### src/rtl/traffic_light_monitor_if.sv
// Lamp-drive lines seen by the monitor plus the monitor's status outputs.
// The controller side (master) drives the lamps; the monitor (slave) only observes them.
interface traffic_light_monitor_if;
  logic        lamp_red;
  logic        lamp_yellow;
  logic        lamp_green;
  logic        locked;
  logic        err_valid;
  logic [2:0]  err_code;
  logic [7:0]  err_count;
  logic [15:0] cycles_completed;

  modport master (
    output lamp_red, lamp_yellow, lamp_green,
    input  locked, err_valid, err_code, err_count, cycles_completed
  );

  modport slave (
    input  lamp_red, lamp_yellow, lamp_green,
    output locked, err_valid, err_code, err_count, cycles_completed
  );
endinterface

### src/rtl/traffic_light_monitor.sv
// Passive traffic-light checker: tracks red->green->yellow order and per-phase dwell time,
// reporting violations as registered one-cycle coded pulses with a saturating count.
module traffic_light_monitor #(
  parameter int unsigned RED_LENGTH    = 15,
  parameter int unsigned YELLOW_LENGTH = 5,
  parameter int unsigned GREEN_LENGTH  = 15,
  parameter int unsigned TOLERANCE     = 0
) (
  input  logic                    clk,
  input  logic                    reset,
  traffic_light_monitor_if.slave  mon
);

  localparam int unsigned MaxRg  = (RED_LENGTH > GREEN_LENGTH) ? RED_LENGTH : GREEN_LENGTH;
  localparam int unsigned MaxLen = (MaxRg > YELLOW_LENGTH) ? MaxRg : YELLOW_LENGTH;
  localparam int unsigned MinRg  = (RED_LENGTH < GREEN_LENGTH) ? RED_LENGTH : GREEN_LENGTH;
  localparam int unsigned MinLen = (MinRg < YELLOW_LENGTH) ? MinRg : YELLOW_LENGTH;
  localparam int unsigned DwellW = $clog2(MaxLen + TOLERANCE + 2) + 1;

  if (TOLERANCE >= MinLen) begin : g_tol_check
    $error("traffic_light_monitor: TOLERANCE must be smaller than every phase length");
  end

  typedef enum logic [2:0] {PatDark, PatRed, PatYellow, PatGreen, PatMulti} pat_e;
  typedef enum logic {StUnsync, StTrack} state_e;

  localparam logic [2:0] ErrNone     = 3'd0;
  localparam logic [2:0] ErrShort    = 3'd1;
  localparam logic [2:0] ErrLong     = 3'd2;
  localparam logic [2:0] ErrSequence = 3'd3;
  localparam logic [2:0] ErrDark     = 3'd4;
  localparam logic [2:0] ErrIllegal  = 3'd5;

  localparam logic [DwellW-1:0] DwellMax = '1;

  state_e            state_q, state_d;
  pat_e              pat_q, pat_d, pat_in;
  logic [DwellW-1:0] dwell_q, dwell_d;
  logic              partial_q, partial_d;
  logic              long_q, long_d;
  logic              err_valid_q;
  logic [2:0]        err_code_q, err_code_d;
  logic [7:0]        err_count_q;
  logic [15:0]       cycles_q;
  logic              cycle_done;
  logic [DwellW-1:0] len_p, short_thr, long_thr;
  pat_e              succ_p;

  always_comb begin
    pat_in = PatMulti;
    case ({mon.lamp_red, mon.lamp_yellow, mon.lamp_green})
      3'b000:  pat_in = PatDark;
      3'b100:  pat_in = PatRed;
      3'b010:  pat_in = PatYellow;
      3'b001:  pat_in = PatGreen;
      default: pat_in = PatMulti;
    endcase
  end

  // Length and successor of the phase currently held in pat_q.
  always_comb begin
    len_p  = DwellW'(RED_LENGTH);
    succ_p = PatGreen;
    case (pat_q)
      PatGreen: begin
        len_p  = DwellW'(GREEN_LENGTH);
        succ_p = PatYellow;
      end
      PatYellow: begin
        len_p  = DwellW'(YELLOW_LENGTH);
        succ_p = PatRed;
      end
      default: begin
        len_p  = DwellW'(RED_LENGTH);
        succ_p = PatGreen;
      end
    endcase
    short_thr = len_p - DwellW'(TOLERANCE);
    long_thr  = len_p + DwellW'(TOLERANCE);
  end

  always_comb begin
    state_d    = state_q;
    pat_d      = pat_q;
    dwell_d    = (dwell_q == DwellMax) ? dwell_q : dwell_q + 1'b1;
    partial_d  = partial_q;
    long_d     = long_q;
    err_code_d = ErrNone;
    cycle_done = 1'b0;

    if (pat_in != pat_q) begin
      pat_d     = pat_in;
      dwell_d   = DwellW'(1);
      partial_d = 1'b0;
      long_d    = 1'b0;
      if (state_q == StUnsync) begin
        if (pat_in == PatMulti) begin
          err_code_d = ErrIllegal;
        end else if (pat_in != PatDark) begin
          state_d   = StTrack;
          // Dark with zero dwell means nothing was observed yet (e.g. just out of reset),
          // so the phase we lock onto may already be partly over.
          partial_d = (pat_q != PatDark) || (dwell_q == '0);
        end
      end else begin
        if (pat_in == PatMulti) begin
          err_code_d = ErrIllegal;
          state_d    = StUnsync;
        end else if (pat_in == PatDark) begin
          err_code_d = ErrDark;
          state_d    = StUnsync;
        end else if (pat_in != succ_p) begin
          err_code_d = ErrSequence;
        end else if ((dwell_q < short_thr) && !partial_q && !long_q) begin
          err_code_d = ErrShort;
        end else if ((pat_q == PatYellow) && !long_q) begin
          cycle_done = 1'b1;
        end
      end
    end else if ((state_q == StTrack) && !long_q && (dwell_q == long_thr)) begin
      err_code_d = ErrLong;
      long_d     = 1'b1;
    end
  end

  always_ff @(posedge clk) begin
    if (reset) begin
      state_q     <= StUnsync;
      pat_q       <= PatDark;
      dwell_q     <= '0;
      partial_q   <= 1'b0;
      long_q      <= 1'b0;
      err_valid_q <= 1'b0;
      err_code_q  <= ErrNone;
      err_count_q <= '0;
      cycles_q    <= '0;
    end else begin
      state_q     <= state_d;
      pat_q       <= pat_d;
      dwell_q     <= dwell_d;
      partial_q   <= partial_d;
      long_q      <= long_d;
      err_valid_q <= (err_code_d != ErrNone);
      err_code_q  <= err_code_d;
      if ((err_code_d != ErrNone) && (err_count_q != 8'hff)) begin
        err_count_q <= err_count_q + 8'd1;
      end
      if (cycle_done) begin
        cycles_q <= cycles_q + 16'd1;
      end
    end
  end

  assign mon.locked           = (state_q == StTrack);
  assign mon.err_valid        = err_valid_q;
  assign mon.err_code         = err_code_q;
  assign mon.err_count        = err_count_q;
  assign mon.cycles_completed = cycles_q;

endmodule

### src/flat_wrapper.sv
// flat-port wrapper written by rule: the top's interface ports become plain ports
module traffic_light_monitor_flat 
#(
  parameter int unsigned RED_LENGTH    = 15,
  parameter int unsigned YELLOW_LENGTH = 5,
  parameter int unsigned GREEN_LENGTH  = 15,
  parameter int unsigned TOLERANCE     = 0
)
  (clk, reset, mon_lamp_red, mon_lamp_yellow, mon_lamp_green, mon_locked, mon_err_valid, mon_err_code, mon_err_count, mon_cycles_completed);
  traffic_light_monitor_if mon_i ();
  input  logic clk;
  input  logic reset;
  input wire logic [$bits(mon_i.lamp_red)-1:0] mon_lamp_red;
  input wire logic [$bits(mon_i.lamp_yellow)-1:0] mon_lamp_yellow;
  input wire logic [$bits(mon_i.lamp_green)-1:0] mon_lamp_green;
  output wire logic [$bits(mon_i.locked)-1:0] mon_locked;
  output wire logic [$bits(mon_i.err_valid)-1:0] mon_err_valid;
  output wire logic [$bits(mon_i.err_code)-1:0] mon_err_code;
  output wire logic [$bits(mon_i.err_count)-1:0] mon_err_count;
  output wire logic [$bits(mon_i.cycles_completed)-1:0] mon_cycles_completed;
  assign mon_i.lamp_red = mon_lamp_red;
  assign mon_i.lamp_yellow = mon_lamp_yellow;
  assign mon_i.lamp_green = mon_lamp_green;
  assign mon_locked = mon_i.locked;
  assign mon_err_valid = mon_i.err_valid;
  assign mon_err_code = mon_i.err_code;
  assign mon_err_count = mon_i.err_count;
  assign mon_cycles_completed = mon_i.cycles_completed;
  traffic_light_monitor #(.RED_LENGTH(RED_LENGTH), .YELLOW_LENGTH(YELLOW_LENGTH), .GREEN_LENGTH(GREEN_LENGTH), .TOLERANCE(TOLERANCE)) u_core (.clk(clk), .reset(reset), .mon(mon_i));
endmodule
### config.mk
export PLATFORM = sky130hd
export DESIGN_NAME = traffic_light_monitor_flat
export DESIGN_NICKNAME = d
export VERILOG_FILES = /design/src/rtl/traffic_light_monitor_if.sv /design/src/rtl/traffic_light_monitor.sv /design/src/flat_wrapper.sv
export SDC_FILE = /design/constraint.sdc
export NUM_CORES = 1
export LEC_CHECK = 0
export BUFFER_PORTS_ARGS = -buffer_cell sky130_fd_sc_hd__clkbuf_2
export CORE_ASPECT_RATIO = 0.8
export CORE_MARGIN = 1.5
export CORE_UTILIZATION = 50
export DETAILED_ROUTE_END_ITERATION = 10
export MAX_ROUTING_LAYER = met4
export PLACE_DENSITY = 0.75
export REMOVE_ABC_BUFFERS = 1
export SLEW_MARGIN = 20
export SYNTH_ARGS = -nofsm -noshare
export SYNTH_HDL_FRONTEND = slang
export SYNTH_SLANG_ARGS = --single-unit
### constraint.sdc
create_clock -name clk -period 2.6 [get_ports clk]
set_input_delay 0.26 -clock clk [delete_from_list [all_inputs] [get_ports clk]]
set_output_delay 0.26 -clock clk [all_outputs]
set_load 0.02 [all_outputs]
# After elaboration in Yosys (flattened, before gate mapping)
# Index checks and enable logic that the tools add are counted.
# op_classes
add_sub_neg	3
reduce_logical	16
muxes	28
magnitude_cmp	1
n_eq_ne	12
# ops
op	n
$mux 1	18
$mux 3	6
$add 16x1->16 const B	1
$pmux 3 s4	1
$eq 3x2->1 const B	3
$reduce_bool 3->1	3
$add 8x1->8 const B	1
$ne 8x8->1 const B	1
$add 6x1->6 const B	1
$eq 3x3->1 const B	2
$eq 6x4->1	1
$eq 6x6->1 const B	1
$logic_and 1x1->1	6
$logic_not 3->1	2
$logic_not 6->1	1
$lt 6x4->1	1
$mux 4	1
$pmux 2 s2	1
$eq 3x1->1 const B	1
$ne 3x2->1	1
$ne 3x3->1	1
$logic_not 1->1	2
$mux 2	1
$ne 2x2->1 const B	1
other kinds (2)	2
# totals
register_bits	40
inputBits	5
word_cells	70
output_inout_bits	29

# Longest topological paths before layout
# logic_depth
ltp_word	13
mapped_depth	11
mapped_depth_nobuf	10

# Worst setup path after synthesis
# OpenSTA, ideal clock, no wires.
# synth_timing
path_kind	reg-to-reg
startpoint	register u_core.pat_q[1]
endpoint	register u_core.err_count_q[5], in the netlist u_core.mon.err_count[5]
t_required_ps	2479
arrival_time_ps	2351
period_less_slack_ps	2472
slack_ps	128
path_buffers	1
stages_incl_launch_ff	11
cell_sequence	dfxtp_1 or3b_4 clkinv_2 ha_1 or4_1 a2bb2oi_1 nor3_1 o21a_1 buf_6 nand4_2 mux2_4
# synth_via
elab_chain_len	13
# synth_rtl
element	line	text
start, declared	traffic_light_monitor.sv:37	pat_e pat_q, pat_d, pat_in;
start signal, assigned	traffic_light_monitor.sv:129	pat_q <= PatDark;
start signal, assigned	traffic_light_monitor.sv:139	pat_q <= pat_d;
$eq 3x2->1	traffic_light_monitor.sv:64	case (pat_q)
$mux 4	traffic_light_monitor.sv:64	
$lt 6x4->1	traffic_light_monitor.sv:114	end else if ((dwell_q < short_thr) && !partial_q && !long_q) begin
$logic_and 1x1->1 (2 in series)	traffic_light_monitor.sv:114	
$mux 1	traffic_light_monitor.sv:114	
$mux 3	traffic_light_monitor.sv:112	end else if (pat_in != succ_p) begin
$mux 3	traffic_light_monitor.sv:109	end else if (pat_in == PatDark) begin
$mux 3	traffic_light_monitor.sv:106	if (pat_in == PatMulti) begin
$mux 3	traffic_light_monitor.sv:96	if (state_q == StUnsync) begin
$mux 3 (*)	traffic_light_monitor.sv:91	if (pat_in != pat_q) begin
$reduce_bool 3->1 (*)	traffic_light_monitor.sv:145	if ((err_code_d != ErrNone) && (err_count_q != 8'hff)) begin
$logic_and 1x1->1 (*)	traffic_light_monitor.sv:145	
end signal, assigned	traffic_light_monitor.sv:146	err_count_q <= err_count_q + 8'd1;
end, declared	traffic_light_monitor.sv:43	logic [7:0] err_count_q;
# Every way passes the cells marked *; elsewhere a longest branch is shown, timed or not.
# A chain may end at the register's enable or synchronous reset.

# Final worst setup path
# layout_timing
startpoint	register u_core.pat_q[0]
endpoint	register u_core.err_count_q[4], in the netlist u_core.mon.err_count[4]
# Same word-level chain as after synthesis.

==> flow_summary.yaml <==
run_status:
  outcome: "complete, no violations"
die:
  dieArea_sq_um: 4430
  start_util: 0.527
  pin_count: 34
  rows: 20
  die_h_um: 59.8
  core_sq_um: 3830
  die_x_um: 74.0
critical_path:
  cp_num_buf_inv: 1
  timing.rr.start: "u_core.pat_q[0]$_SDFFE_PP0P_"
  crit_path_start_kind: "flop"
  reg2reg_depth: 9
  regToRegSetupSlack_ns: 0.06
  path_class: "reg2reg"
  path_depth: 9
  crit_family: "simple AND/OR/NAND/NOR gates"
  cp-end-kind: "flop"
  worst_r2r_endpoint: "u_core.mon.err_count[4]$_SDFFE_PP0P_"
  required_ns: 2.78
  path_cells: "or3b_4, inv_4, ha_4, nand3_2, or4_4, mux2i_4, o21a_1, nand4_2, mux2_4"
  arrival_ns: 2.72
  path_max_fanout: 7
  cp_slowest_cell: "or4_4"
  cpPeakStageDelay_ns: 0.52
cts:
  cts_tree: "built"
  clk_path_buf_depth: 2
  cts_max_level: 2
  cts_root_buf: "clkbuf_8"
  clkSinkCount: 40
  cts.reportedPaths.clkPinSlew_ns: 0.08
  hold_buffers: 0
  clk_latency_ns: 0.29
  numCtsBuffers: 5
global_route:
  grt_first_pass_wirelength_mm: 6.78
  grt_pass1_vias: 1558
  grt_use_total: 0.203
  gr-total-overflow: 0
  grt_max_degree: 40
  antenna_found_initial: 0
synthesis:
  avgSynthCellArea_sq_um: 8.62
  syn_inst: 234
  yosysSeqAreaShare: 0.397
  synthDistinctLibCells: 47
  synth-seq-cells: 40
  ys_warn_count: 0
  synthFlopType: "dfxtp_1"
  yosys.area_share.simple: 0.297
  synth_compound_area_frac: 0.0918
  synthXorXnorAreaFrac: 0.0868
  synthArstFlopShare: 0
  synthMuxAreaShare: 0.0471
  synth-edff-count: 0
  synth_top_family_by_area: "simple AND/OR/NAND/NOR gates"
  synth_area_sq_um: 2020
  synth_fa_ha_area_frac: 0.0360
worst_hold_path:
  holdPathEnd: "u_core.pat_q[0]$_SDFFE_PP0P_"
  holdCritStartpoint: "mon_lamp_yellow"
  hold_path.class: "in2reg"
  holdPathStages: 3
drt:
  ant_nets: 0
  via_per_inst: 5.37
  drc: 0
  dr.pass1.iters: 4
  wire_per_inst_um: 12.2
  drt_iter0_drc: 106
  vias: 1782
  wirelength_mm: 4.04
timing:
  period_share: 0.977
  fin_crit_ns: 2.54
  worst_slew_pin_slew_ns: 0.762
  setup_violations: 0
  fin_worst_skew_ns: 0.00672
  slew_violations: 0
  rsz0062_at_grt: "yes"
  fin_tns_setup_ns: 0
  relSlewSlack: 0.492
  hold_viol_final: 0
  fmax_ghz: 0.394
  fin_ws_ns: 0.0609
layout:
  final_util: 0.634
  final_common_cell: "dfxtp_1"
  fin_area_sq_um: 2430
  antenna_cells: 0
  drive_above_1_share: 0.249
  area_growth_pct: 20.4
  final_cells: 332
  final_cell_mix: "38 x dfxtp_1, 35 x nor2_1, 33 x clkbuf_2"
  fin_nets: 286
placed_design:
  dpl.cell_count: 322
  place_area_sq_um: 2280
  dpl.hpwl_mm: 2.86
  io_buffers: 33
  gp_congestion: 0.822
  pre_cts_slack_ns: -0.000273
power:
  p_leak_uw: 0.000973
  ir_drop_mv: 0.244
  cellPowerDensity_nw_per_um2: 542
run:
  drv_cap: 0
kinds of logic (layout without fill, tap and decap cells):
| kind of cell | after synthesis | in the layout |
|---|---|---|
| DFF | 40 | 40 |
| xor gates and xnor gates | 20 | 20 |
| and+or+nand+nor | 110 | 110 |
| muxes | 7 | 7 |
| adders and majority gates | 6 | 6 |
| buffers and inverters | 21 | 64 |
| AOI/OAI and AO/OA | 30 | 30 |
synth_stat cells (3+ instances only):
cell / number / area, sq um
inv_1: 11 / 41.3
a21oi_1: 12 / 60.1
and3_1: 7 / 43.8
xnor2_1: 15 / 131
nand2_1: 5 / 18.8
nor2b_1: 6 / 37.5
clkbuf_1: 7 / 26.3
nor3_1: 11 / 55.1
o211ai_1: 4 / 30.0
nand3b_1: 3 / 22.5
nor2_1: 35 / 131
ha_1: 5 / 62.6
dfxtp_1: 40 / 801
nor4_1: 5 / 31.3
nand4_1: 4 / 25.0
o21ai_0: 6 / 30.0
nand3_1: 15 / 75.1
xor2_1: 5 / 43.8
tightest hold or removal path, cell delays in order:
cell,delay (ns)
clkbuf_2,0.08
buf_4,0.15
nor3_1,0.06
worst max-delay path by stage:
| stage | end | slack [ns] | startpoint |
|---|---|---|---|
| floorplan | u_core.mon.err_count[5]$_SDFFE_PP0P_ | 0.06 | u_core.pat_q[1]$_SDFFE_PP0P_ |
| global placement | u_core.mon.cycles_completed[12]$_SDFFE_PP0P_ | 0.10 | u_core.pat_q[0]$_SDFFE_PP0P_ |
| detailed placement | u_core.mon.cycles_completed[12]$_SDFFE_PP0P_ | -0.0003 | u_core.pat_q[0]$_SDFFE_PP0P_ |
| CTS | u_core.mon.err_count[4]$_SDFFE_PP0P_ | 0.05 | u_core.pat_q[0]$_SDFFE_PP0P_ |
| global route | u_core.mon.err_count[1]$_SDFFE_PP0P_ | -0.05 | u_core.pat_q[0]$_SDFFE_PP0P_ |
| finish | u_core.mon.err_count[4]$_SDFFE_PP0P_ | 0.06 | u_core.pat_q[0]$_SDFFE_PP0P_ |
layout make-up:
cell class,instances,area [sq um]
clock buffer,6,72.6
clock inverter,2,35.0
fill,355,1400
inverter,12,47.5
multi-input combinational,173,1150
sequential,40,806
tap,55,68.8
timing repair buffer,44,248
metal layers:
metal  vias to the layer above  share of wire  track usage
li1                        908              -            -
met1                       823           0.49        0.267
met2                        44           0.45        0.309
met3                         7          0.047       0.0506
met4                         0          0.010       0.0635
met5                         -              0            -
timing repair:
item / in CTS / in global routing
hold endpoints to repair: 0 / 0
setup endpoints to repair: 1 / 17
pin swaps: 0 / 5
gates cloned: 0 / 0
setup buffers: 0 / 2
resized for setup: 1 / 6
power by group:
group,internal (uW),switching [uW],total [uW]
Combinational,69.5,93.5,163
Sequential,632,25.4,657
Clock,285,212,497
Total,986,331,1320
sequential cells by signal, indices dropped and copies added, names as in the netlist:
signal / count
u_core.mon.err_valid: 1
u_core.pat_q: 3
u_core.mon.err_count: 8
u_core.partial_q: 1
u_core.mon.cycles_completed: 16
u_core.mon.locked: 1
u_core.long_q: 1
u_core.mon.err_code: 3
u_core.dwell_q: 6
metrics by stage:
stage | hold WS (ns) | total power (uW)
after detailed placement | 0.465 | 830
after floorplan | 0.329 | 764
after global routing | 0.311 | 1380
after CTS | 0.309 | 1330
after global placement | 0.457 | 825
final | 0.305 | 1320
(Power assumes the default switching activity.)
